[config.mk]
export PLATFORM = sky130hd
export DESIGN_NAME = id_hazard_sequencer_flat
export DESIGN_NICKNAME = d
export VERILOG_FILES = /design/src/rtl/hazard_pkg.sv /design/src/rtl/id_hazard_sequencer_if.sv /design/src/rtl/hazard_detect.sv /design/src/rtl/id_hazard_sequencer.sv /design/src/flat_wrapper.sv
export SDC_FILE = /design/constraint.sdc
export NUM_CORES = 1
export LEC_CHECK = 0
export CORE_MARGIN = 2
export CORE_UTILIZATION = 37
export CTS_CLUSTER_SIZE = 8
export DETAILED_ROUTE_END_ITERATION = 12
export PLACE_DENSITY_LB_ADDON = 0.25
export SLEW_MARGIN = 5
export SYNTH_ARGS = -nofsm -noshare
export SYNTH_HDL_FRONTEND = slang
export SYNTH_SLANG_ARGS = --single-unit
[constraint.sdc]
create_clock -name i_clk -period 6.8 [get_ports i_clk]
set_clock_uncertainty 0.1 [all_clocks]
set_input_delay 2.04 -clock i_clk [delete_from_list [all_inputs] [get_ports i_clk]]
set_output_delay 2.04 -clock i_clk [all_outputs]
set_load 0.03 [all_outputs]
[src/rtl/hazard_pkg.sv]
// rtl/hazard_pkg.sv - state encoding and stall-length constants for the ID hazard sequencer
package hazard_pkg;

  typedef enum logic [1:0] {
    ST_RUN    = 2'd0,
    ST_STALL  = 2'd1,
    ST_DRAIN  = 2'd2,
    ST_HALTED = 2'd3
  } state_e;

  localparam int DRAIN_CYCLES_DEF = 4;

  localparam logic [1:0] LEN_NONE = 2'd0;
  localparam logic [1:0] LEN_ONE  = 2'd1;
  localparam logic [1:0] LEN_TWO  = 2'd2;

endpackage

[src/rtl/id_hazard_sequencer_if.sv]
// rtl/id_hazard_sequencer_if.sv - pipeline-status inputs and stall/flush controls of the sequencer
interface id_hazard_sequencer_if #(
  parameter int CNT_W = 16
);
  logic             i_enable;
  logic             i_IDEX_MemRead;
  logic             i_IDEX_RegWrite;
  logic [4:0]       i_IDEX_Rd;
  logic [4:0]       i_IFID_Rs;
  logic [4:0]       i_IFID_Rt;
  logic             i_IFID_UsesRt;
  logic             i_IFID_Branch;
  logic             i_Jump;
  logic             i_BranchTaken;
  logic             i_HALT;
  logic             o_Risk;
  logic             o_PC_Write;
  logic             o_IFID_Write;
  logic             o_IFID_Flush;
  logic             o_Halted;
  logic [1:0]       o_State;
  logic [CNT_W-1:0] o_StallCount;

  modport master (
    output i_enable, i_IDEX_MemRead, i_IDEX_RegWrite, i_IDEX_Rd, i_IFID_Rs, i_IFID_Rt,
           i_IFID_UsesRt, i_IFID_Branch, i_Jump, i_BranchTaken, i_HALT,
    input  o_Risk, o_PC_Write, o_IFID_Write, o_IFID_Flush, o_Halted, o_State, o_StallCount
  );

  modport slave (
    input  i_enable, i_IDEX_MemRead, i_IDEX_RegWrite, i_IDEX_Rd, i_IFID_Rs, i_IFID_Rt,
           i_IFID_UsesRt, i_IFID_Branch, i_Jump, i_BranchTaken, i_HALT,
    output o_Risk, o_PC_Write, o_IFID_Write, o_IFID_Flush, o_Halted, o_State, o_StallCount
  );

endinterface

[src/rtl/hazard_detect.sv]
// rtl/hazard_detect.sv - combinational source match and bubble-length decision for the ID stage
module hazard_detect
  import hazard_pkg::*;
(
  input  logic       i_mem_read,
  input  logic       i_reg_write,
  input  logic [4:0] i_rd,
  input  logic [4:0] i_rs,
  input  logic [4:0] i_rt,
  input  logic       i_uses_rt,
  input  logic       i_branch,
  output logic [1:0] o_len
);

  logic src_match;

  assign src_match = (i_rd != 5'd0) && ((i_rd == i_rs) || (i_uses_rt && (i_rd == i_rt)));

  // A load feeding a branch needs one extra bubble since branches resolve in ID.
  always_comb begin
    o_len = LEN_NONE;
    if (src_match && i_mem_read) begin
      o_len = i_branch ? LEN_TWO : LEN_ONE;
    end else if (src_match && i_branch && i_reg_write) begin
      o_len = LEN_ONE;
    end
  end

endmodule

[src/rtl/id_hazard_sequencer.sv]
// rtl/id_hazard_sequencer.sv - ID-stage stall/flush/halt sequencer with saturating bubble counter
module id_hazard_sequencer
  import hazard_pkg::*;
#(
  parameter int DRAIN_CYCLES = DRAIN_CYCLES_DEF,
  parameter int CNT_W        = 16
) (
  input  logic                  i_clk,
  input  logic                  i_rst_n,
  id_hazard_sequencer_if.slave  bus
);

  localparam int CW = $clog2(DRAIN_CYCLES);

  state_e           state_q, state_d;
  logic [CW-1:0]    cnt_q, cnt_d;
  logic [CNT_W-1:0] stall_cnt_q, stall_cnt_d;
  logic [1:0]       len;
  logic             risk, pc_write, ifid_write, ifid_flush;

  hazard_detect u_hazard_detect (
    .i_mem_read  (bus.i_IDEX_MemRead),
    .i_reg_write (bus.i_IDEX_RegWrite),
    .i_rd        (bus.i_IDEX_Rd),
    .i_rs        (bus.i_IFID_Rs),
    .i_rt        (bus.i_IFID_Rt),
    .i_uses_rt   (bus.i_IFID_UsesRt),
    .i_branch    (bus.i_IFID_Branch),
    .o_len       (len)
  );

  // Controls are Mealy so a hazard bubbles the very cycle it appears; reset forces a bubble.
  always_comb begin
    risk       = 1'b0;
    pc_write   = 1'b0;
    ifid_write = 1'b0;
    ifid_flush = 1'b0;
    if (!i_rst_n) begin
      risk = 1'b1;
    end else if (bus.i_enable) begin
      if (state_q != ST_RUN) begin
        risk = 1'b1;
      end else if (len != LEN_NONE) begin
        risk = 1'b1;
      end else if (!bus.i_HALT) begin
        pc_write   = 1'b1;
        ifid_write = 1'b1;
        ifid_flush = bus.i_Jump | bus.i_BranchTaken;
      end
    end
  end

  always_comb begin
    state_d     = state_q;
    cnt_d       = cnt_q;
    stall_cnt_d = stall_cnt_q;
    if (bus.i_enable) begin
      case (state_q)
        ST_RUN: begin
          if (len == LEN_TWO) begin
            state_d = ST_STALL;
            cnt_d   = CW'(1);
          end else if (len == LEN_NONE && bus.i_HALT) begin
            state_d = ST_DRAIN;
            cnt_d   = CW'(DRAIN_CYCLES - 1);
          end
        end
        ST_STALL, ST_DRAIN: begin
          if (cnt_q <= CW'(1)) begin
            state_d = (state_q == ST_STALL) ? ST_RUN : ST_HALTED;
            cnt_d   = '0;
          end else begin
            cnt_d = cnt_q - CW'(1);
          end
        end
        default: ;
      endcase
      if (risk && (state_q == ST_RUN || state_q == ST_STALL) && stall_cnt_q != '1) begin
        stall_cnt_d = stall_cnt_q + CNT_W'(1);
      end
    end
  end

  always_ff @(posedge i_clk or negedge i_rst_n) begin
    if (!i_rst_n) begin
      state_q     <= ST_RUN;
      cnt_q       <= '0;
      stall_cnt_q <= '0;
    end else begin
      state_q     <= state_d;
      cnt_q       <= cnt_d;
      stall_cnt_q <= stall_cnt_d;
    end
  end

  assign bus.o_Risk       = risk;
  assign bus.o_PC_Write   = pc_write;
  assign bus.o_IFID_Write = ifid_write;
  assign bus.o_IFID_Flush = ifid_flush;
  assign bus.o_Halted     = (state_q == ST_HALTED);
  assign bus.o_State      = state_q;
  assign bus.o_StallCount = stall_cnt_q;

endmodule

[src/flat_wrapper.sv]
// flat-port wrapper written by rule: the top's interface ports become plain ports
module id_hazard_sequencer_flat import hazard_pkg::*;
#(
  parameter int DRAIN_CYCLES = DRAIN_CYCLES_DEF,
  parameter int CNT_W        = 16
)
  (i_clk, i_rst_n, bus_i_enable, bus_i_IDEX_MemRead, bus_i_IDEX_RegWrite, bus_i_IDEX_Rd, bus_i_IFID_Rs, bus_i_IFID_Rt, bus_i_IFID_UsesRt, bus_i_IFID_Branch, bus_i_Jump, bus_i_BranchTaken, bus_i_HALT, bus_o_Risk, bus_o_PC_Write, bus_o_IFID_Write, bus_o_IFID_Flush, bus_o_Halted, bus_o_State, bus_o_StallCount);
  id_hazard_sequencer_if #(.CNT_W(CNT_W)) bus_i ();
  input  logic i_clk;
  input  logic i_rst_n;
  input wire logic [$bits(bus_i.i_enable)-1:0] bus_i_enable;
  input wire logic [$bits(bus_i.i_IDEX_MemRead)-1:0] bus_i_IDEX_MemRead;
  input wire logic [$bits(bus_i.i_IDEX_RegWrite)-1:0] bus_i_IDEX_RegWrite;
  input wire logic [$bits(bus_i.i_IDEX_Rd)-1:0] bus_i_IDEX_Rd;
  input wire logic [$bits(bus_i.i_IFID_Rs)-1:0] bus_i_IFID_Rs;
  input wire logic [$bits(bus_i.i_IFID_Rt)-1:0] bus_i_IFID_Rt;
  input wire logic [$bits(bus_i.i_IFID_UsesRt)-1:0] bus_i_IFID_UsesRt;
  input wire logic [$bits(bus_i.i_IFID_Branch)-1:0] bus_i_IFID_Branch;
  input wire logic [$bits(bus_i.i_Jump)-1:0] bus_i_Jump;
  input wire logic [$bits(bus_i.i_BranchTaken)-1:0] bus_i_BranchTaken;
  input wire logic [$bits(bus_i.i_HALT)-1:0] bus_i_HALT;
  output wire logic [$bits(bus_i.o_Risk)-1:0] bus_o_Risk;
  output wire logic [$bits(bus_i.o_PC_Write)-1:0] bus_o_PC_Write;
  output wire logic [$bits(bus_i.o_IFID_Write)-1:0] bus_o_IFID_Write;
  output wire logic [$bits(bus_i.o_IFID_Flush)-1:0] bus_o_IFID_Flush;
  output wire logic [$bits(bus_i.o_Halted)-1:0] bus_o_Halted;
  output wire logic [$bits(bus_i.o_State)-1:0] bus_o_State;
  output wire logic [$bits(bus_i.o_StallCount)-1:0] bus_o_StallCount;
  assign bus_i.i_enable = bus_i_enable;
  assign bus_i.i_IDEX_MemRead = bus_i_IDEX_MemRead;
  assign bus_i.i_IDEX_RegWrite = bus_i_IDEX_RegWrite;
  assign bus_i.i_IDEX_Rd = bus_i_IDEX_Rd;
  assign bus_i.i_IFID_Rs = bus_i_IFID_Rs;
  assign bus_i.i_IFID_Rt = bus_i_IFID_Rt;
  assign bus_i.i_IFID_UsesRt = bus_i_IFID_UsesRt;
  assign bus_i.i_IFID_Branch = bus_i_IFID_Branch;
  assign bus_i.i_Jump = bus_i_Jump;
  assign bus_i.i_BranchTaken = bus_i_BranchTaken;
  assign bus_i.i_HALT = bus_i_HALT;
  assign bus_o_Risk = bus_i.o_Risk;
  assign bus_o_PC_Write = bus_i.o_PC_Write;
  assign bus_o_IFID_Write = bus_i.o_IFID_Write;
  assign bus_o_IFID_Flush = bus_i.o_IFID_Flush;
  assign bus_o_Halted = bus_i.o_Halted;
  assign bus_o_State = bus_i.o_State;
  assign bus_o_StallCount = bus_i.o_StallCount;
  id_hazard_sequencer #(.DRAIN_CYCLES(DRAIN_CYCLES), .CNT_W(CNT_W)) u_core (.i_clk(i_clk), .i_rst_n(i_rst_n), .bus(bus_i));
endmodule
==> results of run 1 <==
-- routing by layer --
layer | wire (um) | global-route usage (%)
met2 | 1460 | 29.0
met1 | 1360 | 21.5
met3 | 123 | 3.78
met5 | 0 | 0
met4 | 46 | 5.83
-- sequential cells by signal, summed over array words and instances, names as in the netlist --
register and count:
u_core.cnt_q 2, u_core.bus.o_StallCount 16, u_core.bus.o_State 2
-- metrics by stage --
step,cell area (um^2),utilization (%),worst slack [ps],hold slack [ps]
6_report,1810,54.6,727,407
2_1_floorplan,1260,-,738,388
3_3_place_gp,1770,53.6,834,380
4_1_cts,1810,54.6,692,414
3_5_place_dp,1770,53.6,698,394
5_1_grt,1810,54.6,554,438
-- worst max-delay path, cell delays in order --
cell and delay (ps):
clkdlybuf4s50_1 550, xor2_1 170, nor4_1 80, a32oi_1 320, o211ai_2 140, nor3_1 300
o21a_1 180, buf_4 150
-- where the power goes --
part	leakage, nW	internal (mW)	switching [mW]
Combinational	0.488	0.0977	0.103
Clock	0.0210	0.0327	0.0363
Sequential	0.264	0.138	0.0200
-- cell usage in the layout (no fill, tap or decap), types with 2 or more instances in the layout --
cell type	synthesis	final
clkdlybuf4s50_1	0	43
dfrtp_1	20	20
xnor2_1	16	16
nand2_1	11	11
nand3_1	11	11
xor2_1	9	9
inv_1	6	6
nor2_1	6	6
buf_4	1	6
and3_1	5	5
ha_1	4	4
nor4_1	3	3
nor3_1	3	3
a21o_1	3	3
o21ai_0	3	3
nand4b_1	3	3
clkbuf_4	0	3
nand4_1	2	2
mux2i_1	2	2
mux2_4	2	2
-- final cells by class --
class / count / area (um^2)
Clock buffer: 4 / 36.3
Fill cell: 315 / 1500
Inverter: 6 / 22.5
Multi-Input combinational cell: 98 / 717
Sequential cell: 20 / 500
Tap cell: 46 / 57.6
Timing Repair Buffer: 49 / 475
-- final timing paths --
kind                                             start                           to  cells past startpoint
max                                   bus_i_IDEX_Rd[4]             bus_o_IFID_Flush                      8
min                        u_core.bus.o_StallCount[13]  u_core.bus.o_StallCount[13]                      1
max reg2reg                      u_core.bus.o_State[1]   u_core.bus.o_StallCount[1]                      6
min reg2reg                u_core.bus.o_StallCount[13]  u_core.bus.o_StallCount[13]                      1
max in group asynchronous                      i_rst_n  u_core.bus.o_StallCount[11]                      2
min in group asynchronous                      i_rst_n   u_core.bus.o_StallCount[1]                      2
-- logic make-up (layout without fill, tap and decap cells) --
kind of cell	after synthesis	in the layout	share of synthesized area [%]
AOI/OAI and AO/OA	15	15	8.91
xor gates and xnor gates	25	25	17.3
DFF	20	20	39.6
buffers and inverters	9	59	3.66
adders and majority gates	4	4	3.96
and+or+nand+nor	49	49	21.7
muxes	5	5	4.85
==> reports/summary.txt, run 1 <==
status - finished clean
root buffer cell - clkbuf_4
Worst-path clk slew - 100 ps
final hold vios - 0
Max FO, Critical Path - 3
Synth top cells by count - dfrtp_1, xnor2_1, nand2_1, nand3_1, xor2_1
routed length per instance - 13.4 um
share of cells above drive strength 1 - 9.60%
Worst slew margin - 34.1%
count leader, synth - dfrtp_1
# setup viols final - 0
placed cells - 219
initial antenna violation count - 0
Post-CTS Hold Fix Bufs - 0
Port Buf Inserts - 47
total grt overflow - 0
die height - 62.4 um
Die W - 62.4 um
Slew Limit Fails - 0
# H-tree levels - 1
Sum Neg Setup Slack - 0 ps
Die ar. - 0.00390 mm^2
DRC - 0
antenna cells - 0
kind of critical path - in -> out
area leader, netlist - dfrtp_1
Routed Antenna Nets - 0
first drt pass iteration count - 4
syn nets - 156
Tot Pwr - 0.428 mW
CTS tree - yes
CTS Buf Count - 3
Cell variety after synth - 35
row cnt - 21
Core Footprint - 0.00331 mm^2
# nets final - 207
Req. time, crit path - 4660 ps
Top-Level Pins - 48
post-synthesis cell count - 127
clock sink total - 20
gr usage total - 17.1%
largest net degree at the start of global routing - 23
Area Overhead vs Synth - 43.2%
Starting Density - 38.2%
RSZ-0062 raised after global routing - false
top cells by area, synth - dfrtp_1, xnor2_1, xor2_1, nand3_1, ha_1
Post-synth EDFFs - 0
Resize count post-CTS - 0
Iteration-0 DRC Markers - 24
vias in the first global route - 1147
R2R Setup Slk - 4420 ps
Arr. time, crit path - 3930 ps
vias post-DR - 1118
maximum clock path buffer count - 2
asr flop ratio synth - 100%
GP Congestion - 0.791
Post-Syn Area - 0.00126 mm^2
cell leakage power - 0.772 nW
Hold WC Path Type - reg -> reg
Setup Buffers After CTS - 0
max_cap viols - 0
Cell Pwr Density - 236 mW/mm^2
Post-DP HPWL - 2.31 mm
critical path startpoint category - input port
top-area cell type share of the netlist area - 39.6%
register area share after synthesis - 39.6%
dominant synthesized flop cell - dfrtp_1
period utilization - 89.3%
number of synthesized register bits - 20
fin crit period - 6070 ps
Mean Syn Cell Area - 9.95 um^2
DR vias/cell - 5.01
Max Clk Rate - 0.165 GHz
clock latency on the worst-skew pair - 300 ps
peak supply drop - 0.000155 V
slew at the pin with the worst max-slew slack - 984 ps
crit end category - primary output
Yosys warning count - 0
final std cells w/o fill - 223
global-route wire length before repair - 5.38 mm
final wirelength - 2.98 mm
Power figures use the tool's default switching activity.
==> run 2, diff against run 1 <==
--- a/config.mk
+++ b/config.mk
@@ -6,7 +6,7 @@
 export NUM_CORES = 1
 export LEC_CHECK = 0
 export CORE_MARGIN = 2
-export CORE_UTILIZATION = 37
+export CORE_UTILIZATION = 44
 export CTS_CLUSTER_SIZE = 8
 export DETAILED_ROUTE_END_ITERATION = 12
 export PLACE_DENSITY_LB_ADDON = 0.25
==> run 2 against run 1 <==
Via count decreased by 0.45%; setup slack lost 430 ps; highest routed layer unchanged; power up 7.2%; clock-buffer cell count decreased by 1; combinational power about the same; first-iteration DRC count rose by 120%; clock power is 42% higher; die area shrank 15%; largest power group unchanged; global-route usage increased by 3.1 points; register-to-register slack improved by 20 ps; final area is the same; critical endpoint is now bus_o_Risk; non-clock buffer count unchanged.
==> reports/summary.txt, run 2 (synthesis results as in run 1) <==
global-route wire length before repair - 5.25 mm (-2.3%)
maximum clock path buffer count - 2 (unchanged)
kind of critical path - in -> out
share of cells above drive strength 1 - 9.04% (-0.56 points)
slew at the pin with the worst max-slew slack - 968 ps (-16.1 ps)
status - finished clean
Iteration-0 DRC Markers - 53 (+120%)
final wirelength - 2.95 mm (-1.1%)
most common cell after layout, fill and taps aside - clkdlybuf4s50_1
Reg2Reg Depth - 6 (unchanged)
row cnt - 19 (-9.5%)
clock latency on the worst-skew pair - 310 ps (about the same)
Max FO, Critical Path - 3 (unchanged)
clock sink total - 20 (unchanged)
critical path startpoint category - input port
Sw Pwr - 0.162 mW (+2.1%)
DR vias/cell - 5.35 (+6.7%)
WHS Path Cells - 1 (unchanged)
Cell Pwr Density - 253 mW/mm^2 (+7.2%)
Hold WC Path Type - reg -> reg
initial antenna violation count - 0 (unchanged)
vias in the first global route - 1223 (+6.6%)
sequential power share - 34.6% (-2.4 points)
Port Buf Inserts - 47 (unchanged)
Gate power share - 44.0% (-2.8 points)
Tot Pwr - 0.458 mW (+7.2%)
total grt overflow - 0 (unchanged)
cell leakage power - 0.779 nW (+0.86%)
# nets final - 207 (unchanged)
Sum Neg Setup Slack - 0 ps (unchanged)
period utilization - 95.7% (+6.4 points)
Die W - 57.6 um (-7.8%)
Top-Level Pins - 48 (unchanged)
peak supply drop - 0.000249 V (+60%)
gr usage total - 20.2% (+3.1 points)
antenna cells - 0 (unchanged)
vias post-DR - 1113 (-0.45%)
DRC - 0 (unchanged)
Post-CTS Hold Fix Bufs - 0 (unchanged)
Core Footprint - 0.00273 mm^2 (-17%)
Final WS setup - 295 ps (-432 ps)
Worst slew margin - 35.2% (+1.1 points)
RSZ-0062 raised after global routing - false
Arr. time, crit path - 4370 ps (+440 ps)
# H-tree levels - 1 (unchanged)
largest net degree at the start of global routing - 17 (-26%)
Routed Antenna Nets - 0 (unchanged)
commonest non-fill, non-tap cells in the layout - clkdlybuf4s50_1, dfrtp_1, xnor2_1
final hold vios - 0 (unchanged)
Die ar. - 0.00332 mm^2 (-15%)
GP Congestion - 0.829 (+4.8%)
clock power share - 21.4% (+5.3 points)
Setup Buffers After CTS - 0 (unchanged)
Post-DP HPWL - 2.30 mm (-0.17%)
Req. time, crit path - 4660 ps (about the same)
# setup viols final - 0 (unchanged)
Starting Density - 46.2% (+8.1 points)
Area Overhead vs Synth - 43.2% (unchanged)
Worst-path clk slew - 110 ps (about the same)
fin crit period - 6510 ps (+432 ps)
Pint - 0.296 mW (+10%)
root buffer cell - clkbuf_4
Resize count post-CTS - 0 (unchanged)
crit end category - primary output
sw frac - 35.4% (-1.8 points)
Max Clk Rate - 0.154 GHz (-6.6%)
pre-CTS setup slack - 345 ps (-353 ps)
max_cap viols - 0 (unchanged)
die height - 57.6 um (-7.8%)
CTS Buf Count - 3 (unchanged)
Slew Limit Fails - 0 (unchanged)
routed length per instance - 14.2 um (+6.1%)
Util after Layout - 66.2% (+12 points)
first drt pass iteration count - 4 (unchanged)
CTS tree - yes
flip-flop count of the largest register after layout - 16 (unchanged)
-- run 2: changes by cell type in the layout (fill, tap and decap cells not counted), sizes merged --
cell,delta
clkdlybuf4s50,+1
bufinv,+1
buf,-1
clkbuf,-1
-- run 2: worst paths after layout --
| check | endpoint | start | slack, ps |
|---|---|---|---|
| setup / recovery | bus_o_Risk | bus_i_IDEX_Rd[0] | 290 |
| hold / removal | u_core.bus.o_StallCount[7] | u_core.bus.o_StallCount[7] | 410 |
| setup reg to reg | u_core.bus.o_StallCount[1] | u_core.bus.o_StallCount[0] | 4440 |
| hold reg to reg | u_core.bus.o_StallCount[7] | u_core.bus.o_StallCount[7] | 410 |
| max in group asynchronous | u_core.bus.o_StallCount[7] | i_rst_n | 4120 |
| min in group asynchronous | u_core.bus.o_State[0] | i_rst_n | 1930 |
-- run 2: worst max-delay path: stages --
cell and delay (ps):
clkdlybuf4s50_1 480, xor2_1 190, nor4_1 300, a32oi_1 230
o211ai_2 230, a21boi_0 200, clkdlybuf4s50_1 700
-- run 2: power by group through the flow --
stage	combinational [mW]	sequential [mW]	clock, mW
finish	0.202	0.159	0.0982
detailed placement	0.200	0.161	0
global placement	0.196	0.159	0
CTS	0.202	0.159	0.0995
global route	0.220	0.162	0.105
floorplan	0.106	0.183	0
-- run 2: final cells by class --
class / instances / area (um^2)
Fill cell: 226 / 925
Timing Repair Buffer: 49 / 478
Clock buffer: 3 / 22.5
Inverter: 6 / 22.5
Multi-Input combinational cell: 98 / 717
Tap cell: 31 / 38.8
Clock inverter: 1 / 30.0
Sequential cell: 20 / 500
-- run 2: layer usage --
metal / part of all wire, % / GRT usage (%) / vias to the layer above
met5: 0 / 0 / -
met2: 48 / 33.1 / 27
met3: 4.4 / 4.54 / 8
met1: 45 / 25.5 / 536
li1: - / - / 542
met4: 2.6 / 8.64 / 0
-- run 2: per-stage QoR --
step                cell area, um^2  instances  hold WS (ps)
CTS                            1810        208           416
floorplan                      1260        127           388
global route                   1810        208           438
global placement               1760        204           380
detailed placement             1760        204           392
finish                         1810        208           408
